**src/rtl/pipe_pkg.sv**
```systemverilog
// Shared definitions for the elastic pipeline stage: occupancy encoding and
// the default NOP instruction.
package pipe_pkg;

  // Occupancy doubles as the state: number of valid entries held.
  typedef enum logic [1:0] {
    EMPTY = 2'd0,
    ONE   = 2'd1,
    FULL  = 2'd2
  } occ_state_t;

  localparam logic [31:0] NOP_INS_DEFAULT = 32'h0000_0000;

endpackage

```
**src/rtl/pipe_perf_cnt.sv**
```systemverilog
// Saturating event counter with an increment enable; cleared only by reset.
module pipe_perf_cnt #(
  parameter int W = 16
) (
  input  logic         clk,
  input  logic         rst,
  input  logic         inc,
  output logic [W-1:0] count
);

  always_ff @(posedge clk or posedge rst) begin
    if (rst) begin
      count <= '0;
    end else if (inc && (count != {W{1'b1}})) begin
      count <= count + 1'b1;
    end
  end

endmodule

```
**src/rtl/pipe_stage_reg.sv**
```systemverilog
// Elastic pipeline stage register with a 2-entry skid buffer, flush and stall.
// Define PIPE_PERF_CNT_EN to add saturating stall/flush performance counters.
module pipe_stage_reg
  import pipe_pkg::*;
#(
  parameter int ADDR_W = 32,
  parameter int INS_W  = 32,
  parameter logic [INS_W-1:0] NOP_INS = INS_W'(NOP_INS_DEFAULT)
`ifdef PIPE_PERF_CNT_EN
  , parameter int CNT_W = 16
`endif
) (
  input  logic              clkIn,
  input  logic              resetIn,
  input  logic              flushIn,
  input  logic              stallIn,
  input  logic              validIn,
  output logic              readyOut,
  input  logic [ADDR_W-1:0] AddrIn,
  input  logic [INS_W-1:0]  InsIn,
  output logic              validOut,
  input  logic              readyIn,
  output logic [ADDR_W-1:0] AddrOut,
  output logic [INS_W-1:0]  InsOut,
  output logic [1:0]        occupancyOut
`ifdef PIPE_PERF_CNT_EN
  , output logic [CNT_W-1:0] stallCntOut
  , output logic [CNT_W-1:0] flushCntOut
`endif
);

  occ_state_t        state, next_state;
  logic              ready_reg;
  logic [ADDR_W-1:0] main_addr, skid_addr;
  logic [INS_W-1:0]  main_ins, skid_ins;
  logic              take, give;
  logic              load_main, load_skid, skid_to_main;

  assign validOut     = (state != EMPTY);
  assign readyOut     = ready_reg;
  assign AddrOut      = main_addr;
  assign InsOut       = main_ins;
  assign occupancyOut = state;

  assign take = validIn & ready_reg;
  assign give = validOut & readyIn & ~stallIn;

  always_comb begin
    next_state   = state;
    load_main    = 1'b0;
    load_skid    = 1'b0;
    skid_to_main = 1'b0;
    case (state)
      EMPTY: begin
        if (take) begin
          next_state = ONE;
          load_main  = 1'b1;
        end
      end
      ONE: begin
        if (take && !give) begin
          next_state = FULL;
          load_skid  = 1'b1;
        end else if (take && give) begin
          load_main = 1'b1;
        end else if (give) begin
          next_state = EMPTY;
        end
      end
      FULL: begin
        if (give) begin
          next_state   = ONE;
          skid_to_main = 1'b1;
        end
      end
      default: next_state = EMPTY;
    endcase
    // Flush overrides every other transition and drops the incoming entry.
    if (flushIn) begin
      next_state   = EMPTY;
      load_main    = 1'b0;
      load_skid    = 1'b0;
      skid_to_main = 1'b0;
    end
  end

  // Ready is registered from the next state so it never depends on readyIn/stallIn/flushIn combinationally.
  always_ff @(posedge clkIn or posedge resetIn) begin
    if (resetIn) begin
      state     <= EMPTY;
      ready_reg <= 1'b1;
    end else begin
      state     <= next_state;
      ready_reg <= (next_state != FULL);
    end
  end

  always_ff @(posedge clkIn or posedge resetIn) begin
    if (resetIn) begin
      main_addr <= '0;
      main_ins  <= NOP_INS;
      skid_addr <= '0;
      skid_ins  <= NOP_INS;
    end else if (flushIn) begin
      main_addr <= '0;
      main_ins  <= NOP_INS;
    end else begin
      if (load_main) begin
        main_addr <= AddrIn;
        main_ins  <= InsIn;
      end else if (skid_to_main) begin
        main_addr <= skid_addr;
        main_ins  <= skid_ins;
      end
      if (load_skid) begin
        skid_addr <= AddrIn;
        skid_ins  <= InsIn;
      end
    end
  end

`ifdef PIPE_PERF_CNT_EN
  pipe_perf_cnt #(.W(CNT_W)) u_stall_cnt (
    .clk   (clkIn),
    .rst   (resetIn),
    .inc   (validOut & stallIn),
    .count (stallCntOut)
  );

  pipe_perf_cnt #(.W(CNT_W)) u_flush_cnt (
    .clk   (clkIn),
    .rst   (resetIn),
    .inc   (flushIn),
    .count (flushCntOut)
  );
`endif

endmodule
```
**config.mk**
```make
export PLATFORM = sky130hd
export DESIGN_NAME = pipe_stage_reg
export DESIGN_NICKNAME = d
export VERILOG_FILES = /design/src/rtl/pipe_pkg.sv /design/src/rtl/pipe_perf_cnt.sv /design/src/rtl/pipe_stage_reg.sv
export SDC_FILE = /design/constraint.sdc
export NUM_CORES = 1
export LEC_CHECK = 0
export BUFFER_PORTS_ARGS = -buffer_cell sky130_fd_sc_hd__buf_2
export CAP_MARGIN = 20
export CELL_PAD_IN_SITES_DETAIL_PLACEMENT = 0
export CELL_PAD_IN_SITES_GLOBAL_PLACEMENT = 2
export CORE_ASPECT_RATIO = 1.1
export CORE_MARGIN = 10
export CORE_UTILIZATION = 38
export CTS_BUF_LIST = sky130_fd_sc_hd__clkbuf_16
export CTS_CLUSTER_DIAMETER = 100
export CTS_CLUSTER_SIZE = 30
export DETAILED_ROUTE_END_ITERATION = 8
export GPL_ROUTABILITY_DRIVEN = 0
export PLACE_DENSITY_LB_ADDON = 0.2
export REMOVE_ABC_BUFFERS = 1
export SYNTH_ARGS = -nofsm -noshare
export SYNTH_HDL_FRONTEND = slang
export SYNTH_HIERARCHICAL = 1
export SYNTH_SLANG_ARGS = --single-unit
```
**constraint.sdc**
```tcl
create_clock -name clkIn -period 6 [get_ports clkIn]
set_input_delay 0.6 -clock clkIn [delete_from_list [all_inputs] [get_ports clkIn]]
set_output_delay 0.6 -clock clkIn [all_outputs]
set_load 0.05 [all_outputs]
```
==> impl_metrics.tcl <==
set metrics [dict create \
    yosysTopAreaCellShare 0.527 \
    detail_route.wirelength_um 17700 \
    cts_root_buffer "clkbuf_16" \
    hold_ws_ns 0.305 \
    fmax_ghz 0.294 \
    grt_max_degree 85 \
    ys_top_cells_by_count "130 x dfrtp_1, 66 x inv_1" \
    slowest_stage "nor4b_4" \
    yosysTopAreaCell "dfrtp_1" \
    via_per_inst 5.62 \
    final_hold_viol_count 0 \
    cts_resized 0 \
    netlist_instances 525 \
    clock_latency_ns 0.42 \
    cts_max_level 4 \
    multiInputGateArea_mm2 0.00240 \
    grt_pass1_vias 5394 \
    tns_ns 0 \
    die_area_mm2 0.0218 \
    row_count 48 \
    drc 0 \
    setup_viol 0 \
    numCtsBuffers 17 \
    synth-compound-area-share 0.250 \
    cp_max_fo 67 \
    initial_utilization 0.390 \
    grt_pass1_wl_um 28800 \
    antenna_cells 0 \
    crit_type "flip-flop to flip-flop" \
    cpPeakStageDelay_ns 0.82 \
    synthMuxAreaShare 0.118 \
    synth_edf_count 0 \
    die_y_um 154 \
    end_kind "flip-flop" \
    dp_cells 812 \
    area_growth_pct 20.2 \
    pwr_density_cell_mw_per_mm2 362 \
    ant_nets 0 \
    yosysUniqueCellTypes 26 \
    leakagePower_nw 3.29 \
    synth-async-reset-ratio 1.00 \
    clockBufferDepth 2 \
    final_nets 701 \
    synth_area_leaders "dfrtp_1 53%, mux2_1 12%, a311oi_1 9.1%" \
    worstPathRequired_ns 6.29 \
    status "complete, no violations" \
    synthSimpleGateAreaFrac 0.0150 \
    core_mm2 0.0159 \
    ctsHoldBuffers 0 \
    synthXorXnorAreaFrac 0 \
    final_cell_area_mm2 0.00742 \
    grt_setup_unrepaired "no" \
    finalCritPeriodShare 0.567 \
    seq_area_frac_synth 0.531 \
    timing.final.crit_period_ns 3.40 \
    fin_skew_ns 0.00537 \
    dpl-instance-area_mm2 0.00692 \
    reg2reg_depth 4 \
    grt-ovfl-total 0 \
    cts_sinks 131 \
    fin_util 0.468 \
    worstMarginPinSlew_ns 1.07 \
    nFillCells 1549 \
    dp_hpwl_um 10500 \
    hp-class "primary input to async pin" \
    register_area_mm2 0.00328 \
    maxSlewHeadroom 0.286 \
    arrival_ns 3.70 \
    vias 4729 \
    avgRoutedWirePerCell_um 21.1 \
    crit_chain "nand3b_4 > nor4b_4 > buf_4 > mux2_1" \
    synth_fa_ha_area_frac 0 \
    ys_ff_latch 131 \
    io_buffer_count 137 \
    synth_ff_type "dfrtp_1" \
    yosysMostFrequentCell "dfrtp_1" \
    dr.pass1.iters 4 \
    final_max_slew_viol_count 0 \
    ir_drop_v 0.000193 \
    fin_cells 842 \
    start_kind "flip-flop" \
    path_clk_slew_ns 0.06 \
    syn_area_mm2 0.00618 \
    die_x_um 142 \
    grtUsageTotal 0.164 \
    antenna_found_initial 1 \
    drt_iter0_drc 278 \
    drive_above_1_share 0.273 \
    synth_area_per_cell_um2 11.8 \
    tritoncts "yes" \
    postCtsSetupBuffers 0 \
    maxCapViolations 0 \
    ys_warn_count 6 \
    ioPinCount 138 \
    synth_top_family_by_area "compound AO/OA/AOI/OAI gates" \
]
cell type report:
class	instances	share of cell area
Tap cell	200	0.0337
Clock inverter	13	0.0106
Clock buffer	17	0.0573
Multi-Input combinational cell	271	0.323
Inverter	66	0.0341
Sequential cell	131	0.442
Timing Repair Buffer	144	0.0995
cells in the final DEF, fill, tap and decap left out, types with 2 or more instances in the layout:
master,instances
mux2_1,64
a311oi_1,64
or3_1,2
clkbuf_16,17
clkinv_2,3
inv_1,67
buf_4,7
a211oi_1,64
o21bai_1,64
dfrtp_1,129
buf_2,137
clkinv_1,7
metrics by stage:
stage	worst slack, ns	total power [W]
final	2.60	0.00269
after global routing	2.40	0.00283
after CTS	2.55	0.00272
after detailed placement	2.39	0.00180
after global placement	2.40	0.00177
after floorplan	0.00504	0.00160
report_power, final:
| group | switching (W) | internal, W |
|---|---|---|
| registers | 0.000117 | 0.00109 |
| clock network | 0.000365 | 0.000547 |
| logic | 0.000375 | 0.000195 |
routing by layer:
layer  routed length (um)  GRT usage
met3                  858     0.0428
met5                   13          0
met1                 7600      0.197
met2                 8940      0.274
met4                  306     0.0638
critical path, delay by kind of cell, from the launching register on:
kind | cells | cell delay [ns]
buf+inv | 1 | 0.77
flops | 1 | 0.56
mux | 1 | 0.39
simple gates | 2 | 1.53
logic make-up (layout without fill, tap and decap cells):
logic type             Yosys count  count (layout)
DFF                            131             131
muxes                           65              65
buffers and inverters          123             240
and+or+nand+nor                 11              11
AOI/OAI and AO/OA              195             195
final timing paths:
check	start	to	slack, ns
hold / removal	resetIn	InsOut[8]	0.30
setup reg to reg	readyOut	skid_addr[9]	2.60
max in group asynchronous	resetIn	occupancyOut[0]	4.47
min in group clkIn	InsIn[19]	skid_ins[19]	0.42
hold reg to reg	skid_ins[30]	skid_ins[30]	0.48
setup / recovery	readyOut	skid_addr[9]	2.60
state kept, by name, indices dropped and copies added, names as in the netlist:
signal        count
AddrOut          32
InsOut           32
skid_addr        32
skid_ins         32
occupancyOut      2
readyOut          1
Power figures use the tool's default switching activity.
